File: src/rtl/hazard_deglitcher.sv
`default_nettype none
// ============================================================================
// Module   : hazard_deglitcher
// Brief    : Synchronizes the raw select-circuit output and filters short
//            pulses with a consecutive-sample stability filter; counts rejects.
// Revision : 1.0 - initial release
// ============================================================================
module hazard_deglitcher #(
    parameter int STABLE_CYCLES = 4,
    parameter int CNT_W         = 8
) (
    input  logic             clk,
    input  logic             rst,
    input  logic             din,
    input  logic             clr_count,
    output logic             dout,
    output logic             changed,
    output logic             glitch_pulse,
    output logic [CNT_W-1:0] glitch_count
);

    localparam int                 c_run_w    = $clog2(STABLE_CYCLES);
    localparam logic [c_run_w-1:0] c_run_last = c_run_w'(STABLE_CYCLES - 1);
    localparam logic [CNT_W-1:0]   c_cnt_max  = '1;

    logic               r_s1;
    logic               r_s2;
    logic               r_dout;
    logic [c_run_w-1:0] r_run_cnt;
    logic               r_changed;
    logic               r_glitch_pulse;
    logic [CNT_W-1:0]   r_glitch_count;

    logic               w_dout_nxt;
    logic [c_run_w-1:0] w_run_nxt;
    logic               w_changed_nxt;
    logic               w_glitch_nxt;
    logic [CNT_W-1:0]   w_count_nxt;

    // State register: synchronizer, filter state and registered strobes.
    always_ff @(posedge clk) begin
        if (rst) begin
            r_s1           <= 1'b0;
            r_s2           <= 1'b0;
            r_dout         <= 1'b0;
            r_run_cnt      <= '0;
            r_changed      <= 1'b0;
            r_glitch_pulse <= 1'b0;
            r_glitch_count <= '0;
        end else begin
            r_s1           <= din;
            r_s2           <= r_s1;
            r_dout         <= w_dout_nxt;
            r_run_cnt      <= w_run_nxt;
            r_changed      <= w_changed_nxt;
            r_glitch_pulse <= w_glitch_nxt;
            r_glitch_count <= w_count_nxt;
        end
    end

    // Next state: a run of differing samples either reaches the limit and is
    // accepted, or ends early and is counted as a rejected glitch.
    always_comb begin
        w_dout_nxt    = r_dout;
        w_run_nxt     = r_run_cnt;
        w_changed_nxt = 1'b0;
        w_glitch_nxt  = 1'b0;
        w_count_nxt   = r_glitch_count;
        if (r_s2 == r_dout) begin
            if (r_run_cnt != '0) begin
                w_run_nxt    = '0;
                w_glitch_nxt = 1'b1;
                if (r_glitch_count != c_cnt_max) begin
                    w_count_nxt = r_glitch_count + 1'b1;
                end
            end
        end else if (r_run_cnt == c_run_last) begin
            w_dout_nxt    = r_s2;
            w_run_nxt     = '0;
            w_changed_nxt = 1'b1;
        end else begin
            w_run_nxt = r_run_cnt + 1'b1;
        end
        // Clear takes priority over a coincident increment.
        if (clr_count) begin
            w_count_nxt = '0;
        end
    end

    // Outputs come straight from registers.
    always_comb begin
        dout         = r_dout;
        changed      = r_changed;
        glitch_pulse = r_glitch_pulse;
        glitch_count = r_glitch_count;
    end

endmodule
`default_nettype wire
File: config.mk
export PLATFORM = sky130hd
export DESIGN_NAME = hazard_deglitcher
export DESIGN_NICKNAME = d
export VERILOG_FILES = /design/src/rtl/hazard_deglitcher.sv
export SDC_FILE = /design/constraint.sdc
export NUM_CORES = 1
export LEC_CHECK = 0
export BUFFER_PORTS_ARGS = -buffer_cell sky130_fd_sc_hd__buf_2
export CORE_MARGIN = 1.5
export CORE_UTILIZATION = 50
export DETAILED_ROUTE_END_ITERATION = 10
export PLACE_DENSITY = 0.7
export SYNTH_ARGS = -nofsm -noshare
export SYNTH_HDL_FRONTEND = slang
export SYNTH_SLANG_ARGS = --single-unit
File: constraint.sdc
create_clock -name clk -period 2 [get_ports clk]
set_input_delay 0.1 -clock clk [delete_from_list [all_inputs] [get_ports clk]]
set_output_delay 0.1 -clock clk [all_outputs]
set_load 0.02 [all_outputs]
# Yosys cells after proc, flatten, opt, wreduce, memory -nomap -nowiden
# Index checks and enable logic that the tools add are counted.
# Widths: inputs -> output; s select.
[word_totals] output_inout_bits=11 inputBits=4 ff_bits=15 word_cells=25
[op_classes] n_addsub=2 n_eq_ne=4 reduce_logical=6 n_mux=5 bitwise=1
[ops] cell="$add 8x1->8 const B" n=1
[ops] cell="$ne 8x8->1 const B" n=1
[ops] cell="$mux 2" n=3
[ops] cell="$reduce_or 2->1" n=3
[ops] cell="$reduce_and 3->1" n=1
[ops] cell="$add 2x1->2 const B" n=1
[ops] cell="$eq 2x2->1 const B" n=1
[ops] cell="$mux 1" n=2
[ops] cell="$ne 2x1->1 const B" n=1
[ops] cell="$reduce_and 2->1" n=1
[ops] cell="$reduce_bool 2->1" n=1
[ops] cell="$eq 1x1->1" n=1
[ops] cell="$not 1->1" n=1

# Logic depth before layout (Yosys ltp)
[logic_depth] depth_word=3 ltp_mapped=5 mapped_depth_nobuf=5

# Least setup slack after synthesis
# No wires, ideal clock.
[synth_path] path_type="flip-flop to flip-flop" from="reg r_glitch_count[0], in the netlist glitch_count[0]" to="reg r_glitch_count[2], in the netlist glitch_count[2]" arrival_time_ns=1.484 n_path_buf=0 synth_period_minus_slack_ns=1.600 stages_incl_launch_ff=6 setup_ns=0.116 slack_ns=0.400 t_required_ns=1.884 cell_sequence="dfxtp_1 ha_1 and4_4 a211oi_4 a21oi_1 a31o_2"
[synth_via] elab_chain_len=2 elab_cells_between_ends=3 classes_between="add/sub (1); eq/ne (1); reduce/logical (1)"
[synth_rtl] element="from (decl)" line="32" text="logic [CNT_W-1:0] r_glitch_count;"
[synth_rtl] element="from (signal assigned)" line="57" text="r_glitch_count <= w_count_nxt;"
[synth_rtl] element="parallel branches: the longest is 2 deep, another holds $add 8x1->8"
# Parallel ways; which one is timed is not known.
# A chain may end at the register's enable or synchronous reset.

# Worst setup path after layout
# Ends and elaborated chain as after synthesis.

==> impl_metrics.json <==
{
  "status": "complete, no violations",
  "clk_pin_slew_worst_paths_ns": 0.09,
  "die_h_um": 40.2,
  "initial_utilization": 0.533,
  "slew_headroom": 0.713,
  "drc": 0,
  "crit_type": "reg2reg",
  "synth_compound_area_frac": 0.134,
  "grt_pass1_vias": 451,
  "hold_viol": 0,
  "final_util": 0.615,
  "vdd.ir_drop.worst_uv": 356,
  "period_needed_ns": 1.62,
  "syn_to_final_growth_pct": 15.5,
  "rows": 13,
  "layout.nets": 97,
  "use_met3": 0.0333,
  "synthArstFlopShare": 0,
  "power_uw": 509,
  "fill_cells": 116,
  "die_x_um": 40.2,
  "wl_per_cell_um": 11.3,
  "drt_iter0_markers": 6,
  "met2_usage": 0.250,
  "drt-total-wl_um": 1170,
  "synth_largest_area_cell": "dfxtp_1",
  "synth_area_um2": 693,
  "crit_chain": "ha_1 -> and4_4 -> a211oi_4 -> a21oi_1 -> a31o_2",
  "cap_violations": 0,
  "drt.antenna.violating_nets": 0,
  "timing.final.crit_share": 0.808,
  "grt_overflow": 0,
  "critPathSlowestCell": "dfxtp_1",
  "clock_sinks": 15,
  "core-area_mm2": 0.00130,
  "dp_hpwl_um": 855,
  "antenna_found_initial": 0,
  "critPathCaptureType": "flip-flop",
  "synth-simple-area-share": 0.278,
  "arrival_ns": 1.80,
  "drive_gt1_frac": 0.303,
  "antenna_cells": 0,
  "ioPinCount": 15,
  "htree_levels": 1,
  "portBuffers": 14,
  "synthMuxAreaShare": 0.0289,
  "yosys-top-cells-area": "dfxtp_1 43%, ha_1 5.4%, nor2_1 4.3%",
  "cts_tree": "yes",
  "netlist.area_leader.share": 0.433,
  "slowest_delay_ns": 0.36,
  "crit_family": "compound AO/OA/AOI/OAI gates",
  "cp.required_ns": 2.18,
  "setup_viol": 0,
  "avgSynthCellArea_um2": 9.50,
  "synth_seq_area_share": 0.433,
  "power_density_mw_per_mm2": 636,
  "slew_viol_final": 0,
  "use_met1": 0.255,
  "synth-edff-count": 0,
  "numCtsBuffers": 3,
  "drt_first_pass_iters": 2,
  "whs_path_depth": 2,
  "leakage_nw": 0.344,
  "grt_max_degree": 11,
  "synth.yosys.warnings": 0,
  "syn_nets": 80,
  "postSynthCellCount": 73,
  "clock_skew_ns": 0.00425,
  "ctsResizeCount": 0,
  "tns_ns": 0,
  "gp_congestion": 0.728,
  "synth_top_family_by_area": "simple AND/OR/NAND/NOR gates",
  "synth_xor_area_frac": 0.0487,
  "ys_types": 32,
  "ctsHoldBuffers": 0,
  "critPathBufInv": 0,
  "start_kind": "flip-flop",
  "clk_latency_ns": 0.28,
  "synthAdderAreaFrac": 0.0542,
  "worst_pin_slew_ns": 0.428,
  "vias": 545,
  "synth-main-ff-cell": "dfxtp_1",
  "viasPerCell": 5.24,
  "r2r_cells": 5,
  "critPathMaxFanout": 7,
  "cts_setup_buffers": 0,
  "ys_ff_latch": 15,
  "dieArea_mm2": 0.00162,
  "cts_root_buf": "clkbuf_4",
  "track_usage": 0.179,
  "timing.fmax_mhz": 619,
  "grt_busiest_layer": "met1",
  "clock_path_buffers": 2,
  "grt_setup_unrepaired": "no",
  "hold_class": "in2reg",
  "worstSetupPathDepth": 5,
  "grt_pass1_wl_um": 1890
}
cells in the final DEF, fill, tap and decap left out, types with 2 or more instances in the layout:
cell       n
dfxtp_1   15
mux2i_1    2
a311oi_1   2
nand2_1    6
xnor2_1    2
clkbuf_4   3
ha_1       3
nor2_1     8
nor3_1     3
nor2b_1    2
nand3_1    3
inv_1      2
a21oi_1    4
a31oi_1    2
buf_2     14
power breakdown:
part | switching (mW) | internal, mW
logic | 0.0207 | 0.0130
clock network | 0.0952 | 0.0740
registers | 0.00329 | 0.303
stage by stage:
step | hold slack [ns] | std cells | setup WS [ns] | area, µm²
after floorplan | 0.228 | 73 | 0.400 | 693
after global placement | 0.316 | 100 | 0.419 | 773
after detailed placement | 0.324 | 100 | 0.394 | 773
after CTS | 0.0282 | 104 | 0.384 | 801
after global routing | 0.0249 | 104 | 0.281 | 801
final | 0.0379 | 104 | 0.383 | 801
synthesized netlist by cell type, types with 2 or more instances:
library cell and instances:
a21oi_1 4, a311oi_1 2, a31oi_1 2, dfxtp_1 15, ha_1 3, inv_1 2, mux2i_1 2, nand2_1 6
nand3_1 3, nor2_1 8, nor2b_1 2, nor3_1 3, xnor2_1 2
layer usage:
layer,vias up,part of all wire,routed length [µm]
met3,2,0.032,37
met4,0,0.012,14
met5,-,0,0
met2,9,0.42,495
met1,240,0.53,623
li1,294,-,-
logic make-up (layout without fill, tap and decap cells):
family	after synthesis	after routing
AO/OA/AOI/OAI	12	12
XOR/XNOR	3	3
adder cells (fa/ha/maj)	3	3
buffers and inverters	4	20
flip-flops	15	15
multiplexers	2	2
AND/OR/NAND/NOR	34	34
final timing paths:
path | start | endpoint | slack (ns)
min reg2reg | r_s1 | r_s2 | 0.44
max | glitch_count[0] | glitch_count[2] | 0.38
max reg2reg | glitch_count[0] | glitch_count[2] | 0.38
min | din | r_s1 | 0.04
layout make-up:
class,count,area (µm²),share of cell area
Multi-Input combinational cell,54,377,0.470
Sequential cell,15,300,0.375
Tap cell,15,18.8,0.0234
Timing Repair Buffer,14,70.1,0.0875
Clock inverter,1,5.00,0.00625
Clock buffer,3,22.5,0.0281
Inverter,2,7.51,0.00938
registers in the layout, indices dropped and copies added, names as in the netlist:
signal and flops:
glitch_count 8, changed 1, r_s1 1, r_run_cnt 2
r_s2 1, dout 1, glitch_pulse 1
Note: power is estimated with default switching activity, not from simulation.
